[config.mk]
export PLATFORM = sky130hd
export DESIGN_NAME = wb_port_arbiter_flat
export DESIGN_NICKNAME = d
export VERILOG_FILES = /design/src/rtl/wb_port_if.sv /design/src/rtl/wb_port_arbiter.sv /design/src/flat_wrapper.sv
export SDC_FILE = /design/constraint.sdc
export NUM_CORES = 1
export LEC_CHECK = 0
export ABC_AREA = 1
export BUFFER_PORTS_ARGS = -buffer_cell sky130_fd_sc_hd__buf_2
export CORE_ASPECT_RATIO = 1.75
export CORE_UTILIZATION = 45
export DETAILED_ROUTE_END_ITERATION = 6
export MAX_ROUTING_LAYER = met4
export PLACE_DENSITY_LB_ADDON = 0.3
export SLEW_MARGIN = 20
export SYNTH_ARGS = -nofsm -noshare
export SYNTH_HDL_FRONTEND = slang
export SYNTH_SLANG_ARGS = --single-unit
[constraint.sdc]
create_clock -name clk -period 2.14 [get_ports clk]
set_input_delay 0.214 -clock clk [delete_from_list [all_inputs] [get_ports clk]]
set_output_delay 0.214 -clock clk [all_outputs]
set_load 0.02 [all_outputs]
[src/rtl/wb_port_if.sv]
// Write-back arbiter bus: two requester ports, one registered output port to the
// register file, plus stall counter and round-robin pointer observation.
interface wb_port_if #(
    parameter int WIDTH  = 32,
    parameter int ADDR_W = 5
);
    logic              a_req;
    logic [WIDTH-1:0]  a_data;
    logic [ADDR_W-1:0] a_rd;
    logic              a_gnt;
    logic              b_req;
    logic [WIDTH-1:0]  b_data;
    logic [ADDR_W-1:0] b_rd;
    logic              b_gnt;
    logic              out_valid;
    logic              out_ready;
    logic [WIDTH-1:0]  out_data;
    logic [ADDR_W-1:0] out_rd;
    logic              out_sel;
    logic [7:0]        stall_cnt;
    logic              last_grant_dbg;

    // Handshakes: a word moves on a requester port when req && gnt, and leaves the
    // output port when out_valid && out_ready. Requesters hold req/data/rd until gnt;
    // the arbiter holds out_valid/data/rd/sel stable until out_ready.
    modport slave (
        input  a_req, a_data, a_rd, b_req, b_data, b_rd, out_ready,
        output a_gnt, b_gnt, out_valid, out_data, out_rd, out_sel, stall_cnt,
        output last_grant_dbg
    );

    modport master (
        output a_req, a_data, a_rd, b_req, b_data, b_rd, out_ready,
        input  a_gnt, b_gnt, out_valid, out_data, out_rd, out_sel, stall_cnt,
        input  last_grant_dbg
    );
endinterface

[src/rtl/wb_port_arbiter.sv]
// Round-robin 2:1 write-back port arbiter with a one-deep registered output stage
// and a saturating stall counter.
module wb_port_arbiter #(
    parameter int WIDTH  = 32,
    parameter int ADDR_W = 5
) (
    input  logic     clk,
    input  logic     rst,
    wb_port_if.slave bus
);
    typedef enum logic {
        LAST_A = 1'b0,
        LAST_B = 1'b1
    } last_grant_e;

    last_grant_e       last_grant_q, last_grant_d;
    logic              out_valid_q, out_valid_d;
    logic [WIDTH-1:0]  out_data_q, out_data_d;
    logic [ADDR_W-1:0] out_rd_q, out_rd_d;
    logic              out_sel_q, out_sel_d;
    logic [7:0]        stall_cnt_q, stall_cnt_d;

    logic              can_accept;
    logic              a_win, b_win;
    logic              a_gnt, b_gnt;
    logic [WIDTH-1:0]  win_data;
    logic [ADDR_W-1:0] win_rd;

    // A tie goes to whoever was not granted last; gnt is suppressed during reset.
    always_comb begin
        can_accept = !out_valid_q || bus.out_ready;
        a_win      = bus.a_req && (!bus.b_req || (last_grant_q == LAST_B));
        b_win      = bus.b_req && !a_win;
        a_gnt      = !rst && can_accept && a_win;
        b_gnt      = !rst && can_accept && b_win;
        win_data   = b_gnt ? bus.b_data : bus.a_data;
        win_rd     = b_gnt ? bus.b_rd : bus.a_rd;
    end

    always_comb begin
        last_grant_d = last_grant_q;
        out_valid_d  = out_valid_q;
        out_data_d   = out_data_q;
        out_rd_d     = out_rd_q;
        out_sel_d    = out_sel_q;
        stall_cnt_d  = stall_cnt_q;

        if (a_gnt || b_gnt) begin
            last_grant_d = b_gnt ? LAST_B : LAST_A;
            // Writes to register 0 are consumed but never presented downstream.
            if (win_rd != '0) begin
                out_valid_d = 1'b1;
                out_data_d  = win_data;
                out_rd_d    = win_rd;
                out_sel_d   = b_gnt;
            end else begin
                out_valid_d = 1'b0;
            end
        end else if (out_valid_q && bus.out_ready) begin
            out_valid_d = 1'b0;
        end

        if (out_valid_q && !bus.out_ready && (stall_cnt_q != 8'hFF)) begin
            stall_cnt_d = stall_cnt_q + 8'd1;
        end
    end

    always_ff @(posedge clk or posedge rst) begin
        if (rst) begin
            last_grant_q <= LAST_B;
            out_valid_q  <= 1'b0;
            out_data_q   <= '0;
            out_rd_q     <= '0;
            out_sel_q    <= 1'b0;
            stall_cnt_q  <= 8'd0;
        end else begin
            last_grant_q <= last_grant_d;
            out_valid_q  <= out_valid_d;
            out_data_q   <= out_data_d;
            out_rd_q     <= out_rd_d;
            out_sel_q    <= out_sel_d;
            stall_cnt_q  <= stall_cnt_d;
        end
    end

    assign bus.a_gnt          = a_gnt;
    assign bus.b_gnt          = b_gnt;
    assign bus.out_valid      = out_valid_q;
    assign bus.out_data       = out_data_q;
    assign bus.out_rd         = out_rd_q;
    assign bus.out_sel        = out_sel_q;
    assign bus.stall_cnt      = stall_cnt_q;
    assign bus.last_grant_dbg = last_grant_q;
endmodule

[src/flat_wrapper.sv]
// flat-port wrapper written by rule: the top's interface ports become plain ports
module wb_port_arbiter_flat 
#(
    parameter int WIDTH  = 32,
    parameter int ADDR_W = 5
)
  (clk, rst, bus_a_req, bus_a_data, bus_a_rd, bus_b_req, bus_b_data, bus_b_rd, bus_out_ready, bus_a_gnt, bus_b_gnt, bus_out_valid, bus_out_data, bus_out_rd, bus_out_sel, bus_stall_cnt, bus_last_grant_dbg);
  wb_port_if #(.WIDTH(WIDTH), .ADDR_W(ADDR_W)) bus_i ();
  input  logic clk;
  input  logic rst;
  input wire logic [$bits(bus_i.a_req)-1:0] bus_a_req;
  input wire logic [$bits(bus_i.a_data)-1:0] bus_a_data;
  input wire logic [$bits(bus_i.a_rd)-1:0] bus_a_rd;
  input wire logic [$bits(bus_i.b_req)-1:0] bus_b_req;
  input wire logic [$bits(bus_i.b_data)-1:0] bus_b_data;
  input wire logic [$bits(bus_i.b_rd)-1:0] bus_b_rd;
  input wire logic [$bits(bus_i.out_ready)-1:0] bus_out_ready;
  output wire logic [$bits(bus_i.a_gnt)-1:0] bus_a_gnt;
  output wire logic [$bits(bus_i.b_gnt)-1:0] bus_b_gnt;
  output wire logic [$bits(bus_i.out_valid)-1:0] bus_out_valid;
  output wire logic [$bits(bus_i.out_data)-1:0] bus_out_data;
  output wire logic [$bits(bus_i.out_rd)-1:0] bus_out_rd;
  output wire logic [$bits(bus_i.out_sel)-1:0] bus_out_sel;
  output wire logic [$bits(bus_i.stall_cnt)-1:0] bus_stall_cnt;
  output wire logic [$bits(bus_i.last_grant_dbg)-1:0] bus_last_grant_dbg;
  assign bus_i.a_req = bus_a_req;
  assign bus_i.a_data = bus_a_data;
  assign bus_i.a_rd = bus_a_rd;
  assign bus_i.b_req = bus_b_req;
  assign bus_i.b_data = bus_b_data;
  assign bus_i.b_rd = bus_b_rd;
  assign bus_i.out_ready = bus_out_ready;
  assign bus_a_gnt = bus_i.a_gnt;
  assign bus_b_gnt = bus_i.b_gnt;
  assign bus_out_valid = bus_i.out_valid;
  assign bus_out_data = bus_i.out_data;
  assign bus_out_rd = bus_i.out_rd;
  assign bus_out_sel = bus_i.out_sel;
  assign bus_stall_cnt = bus_i.stall_cnt;
  assign bus_last_grant_dbg = bus_i.last_grant_dbg;
  wb_port_arbiter #(.WIDTH(WIDTH), .ADDR_W(ADDR_W)) u_core (.clk(clk), .rst(rst), .bus(bus_i));
endmodule
==> flow_summary_export.csv <==
group,metric,value,unit
placement,gp_congestion,0.895,
worst_setup_path,crit_fanout,34,
sta,tns,0,ns
placement,portBuffers,128,
floorplanning,dieArea,6020,µm²
detailed_routing,wl_per_cell,11.3,µm
floorplanning,rows,36,
min_path,min-delay-start,"bus_b_data[16]",
layout,area_growth,33.1,%
sta,fin_skew,0.0106,ns
worst_setup_path,rr_startpoint,"u_core.bus.out_valid$_DFFE_PP0P_",
yosys,yosysWarnings,0,
yosys,synth-seq-cells,48,
clock_network,clk_pin_slew,0.09,ns
yosys,synth.cell_area,2570,µm²
global_routing,grtUsageMet2,0.406,
sta,worstMarginPinSlew,0.616,ns
detailed_routing,ant_nets,0,
floorplanning,start_util,0.463,
worst_setup_path,reg2reg_slack,0.33,ns
min_path,whs_endpoint,"u_core.bus.out_data[16]$_DFFE_PP0P_",
placement,hpwl,4720,µm
sta,layout_min_cycle_time,2.00,ns
floorplanning,coreArea,5540,µm²
global_routing,grt-ovfl-total,0,
worst_setup_path,required,1.93,ns
yosys,synthFlopType,"dfrtp_1",
power_and_ir_drop,power.density,957,nW/µm²
global_routing,grt_pass1_vias,2278,
layout,layout_common_cells,"nand2_1 (205), buf_2 (128), dfrtp_1 (47), nand3_1 (41), inv_1 (20)",
global_routing,gr-usage-met3,0.0329,
yosys,synth-edff-count,0,
detailed_routing,via_per_inst,4.70,
clock_network,numCtsBuffers,5,
global_routing,antenna_found_initial,0,
power_and_ir_drop,ir_worst_vdd,503,µV
global_routing,grt_max_degree,49,
global_routing,grt_usage,0.220,
detailed_routing,detail_route.wirelength,6410,µm
yosys,synth_cells,362,
global_routing,gr-usage-met1,0.238,
sta,hold_viol,0,
worst_setup_path,end_kind,"output pin",
clock_network,cts_tree,"done",
worst_setup_path,crit_arrival,1.79,ns
run,drv_cap,0,
clock_network,clockBufferDepth,2,
layout,antenna_cells,0,
floorplanning,fp.dieW,59.1,µm
layout,drive_gt1_frac,0.317,
yosys,yosysSeqAreaShare,0.469,
power_and_ir_drop,p_total,3270,µW
layout,final_nets,571,
clock_network,clkLatencyLatePin,0.30,ns
sta,setup_viol,0,
min_path,whs_path_depth,5,
layout,final_common_cell,"nand2_1",
global_routing,grt_pass1_wl,9910,µm
power_and_ir_drop,leakage,0.00213,µW
detailed_routing,drtPass1Iterations,4,
worst_setup_path,rr_worst_depth,7,
detailed_routing,dr_total_vias,2669,
yosys,synthArstFlopShare,1.00,
layout,fin_util,0.617,
sta,fmax,0.499,GHz
global_routing,top_usage_layer,"met2",
yosys,syn_area_per_cell,7.09,µm²
clock_network,htree_levels,2,
clock_network,root_buffer,"clkbuf_8",
detailed_routing,drt-initial-drc-count,97,
floorplanning,fp.dieH,102,µm
outcome,status,"complete, no violations",
yosys,synth.distinct_cells,26,
worst_setup_path,reg2reg_to,"u_core.bus.out_data[31]$_DFFE_PP0P_",
worst_setup_path,critPathKind,"input port to output pin",
sta,slew_violations,0,
clock_network,cts.sinks,48,
sta,period_share,0.937,
sta,max_slew_margin,0.589,
yosys,synth_nets,442,
worst_setup_path,start_kind,"input port",
floorplanning,io_pins,129,
min_path,hp-class,"input port to flip-flop",
detailed_routing,drc,0,
per-stage QoR:
stage               area, µm²  instances  hold slack (ns)  worst slack [ns]
floorplan                2570        362            0.423             0.243
global placement         3290        557            0.304             0.224
detailed placement       3290        557            0.307             0.161
CTS                      3390        566            0.220            0.0130
global route             3420        568            0.230          -0.00123
finish                   3420        568            0.221             0.136
worst max path at each step:
stage | start | endpoint | slack [ns] | cells past startpoint
final | rst | bus_b_gnt | 0.14 | 7
after global routing | rst | u_core.bus.out_rd[2]$_DFFE_PP0P_ | -0.001 | 9
after CTS | rst | u_core.bus.out_data[24]$_DFFE_PP0P_ | 0.01 | 10
after detailed placement | u_core.bus.out_valid$_DFFE_PP0P_ | u_core.bus.out_data[24]$_DFFE_PP0P_ | 0.16 | 8
after global placement | u_core.bus.last_grant_dbg$_DFFE_PP1P_ | u_core.bus.out_data[5]$_DFFE_PP0P_ | 0.22 | 9
after floorplan | u_core.bus.out_valid$_DFFE_PP0P_ | u_core.bus.out_data[0]$_DFFE_PP0P_ | 0.24 | 9
synth_stat cells (2+ instances only):
| cell type | instances | share of area |
|---|---|---|
| buf_2 | 2 | 0.0039 |
| nor2_1 | 7 | 0.010 |
| nand2_1 | 205 | 0.30 |
| nand3_1 | 41 | 0.080 |
| buf_6 | 3 | 0.013 |
| buf_4 | 3 | 0.0088 |
| dfrtp_1 | 47 | 0.46 |
| inv_2 | 2 | 0.0029 |
| xnor2_1 | 3 | 0.010 |
| inv_1 | 21 | 0.031 |
| clkbuf_1 | 6 | 0.0088 |
| buf_1 | 3 | 0.0044 |
| nand3b_1 | 2 | 0.0058 |
| xor2_1 | 4 | 0.014 |
| nand2_2 | 2 | 0.0049 |
where the power goes:
group | leakage [µW] | internal [µW] | switching (µW)
clock | 0.0000414 | 233 | 312
combinational | 0.00149 | 479 | 867
sequential | 0.000599 | 1190 | 189
metal layers:
metal  wire [µm]  up-vias
met5           0        -
met4          82        0
li1            -     1364
met1        2490     1213
met3         272        7
met2        3560       85
state kept, by name, summed over array words and instances (netlist names):
register / cells
u_core.bus.out_data: 32
u_core.bus.out_rd: 5
u_core.bus.out_valid: 1
u_core.bus.stall_cnt: 8
u_core.bus.last_grant_dbg: 1
u_core.bus.out_sel: 1
layout make-up:
class	count	area, µm²
repair buffers	139	758
well taps	76	95.1
clock buffers	6	72.6
clock inverters	2	16.3
multi-input cells	274	1180
flip-flops and latches	48	1200
inverters	23	86.3
fillers	559	2120
critical path, stage by stage:
cell and delay (ns):
dlygate4sd3_1 0.54, buf_2 0.15, a21oi_4 0.19, nand2_2 0.16, inv_2 0.11, buf_8 0.21, buf_2 0.20
cells by family after synthesis:
kind of cell               share of synthesized area
xor gates and xnor gates                      0.0239
and+or+nand+nor                                0.408
adders and majority gates                    0.00487
buffers and inverters                         0.0726
AOI/OAI and AO/OA                             0.0224
DFF                                            0.469
repair_timing:
item | CTS | global route
resized for setup | 0 | 3
endpoints found under the setup margin | 0 | 35
buffers inserted | 0 | 2
endpoints found under the hold margin | 47 | 0
hold buffers | 1 | 0
No activity file was read; power rests on OpenSTA's default activity.
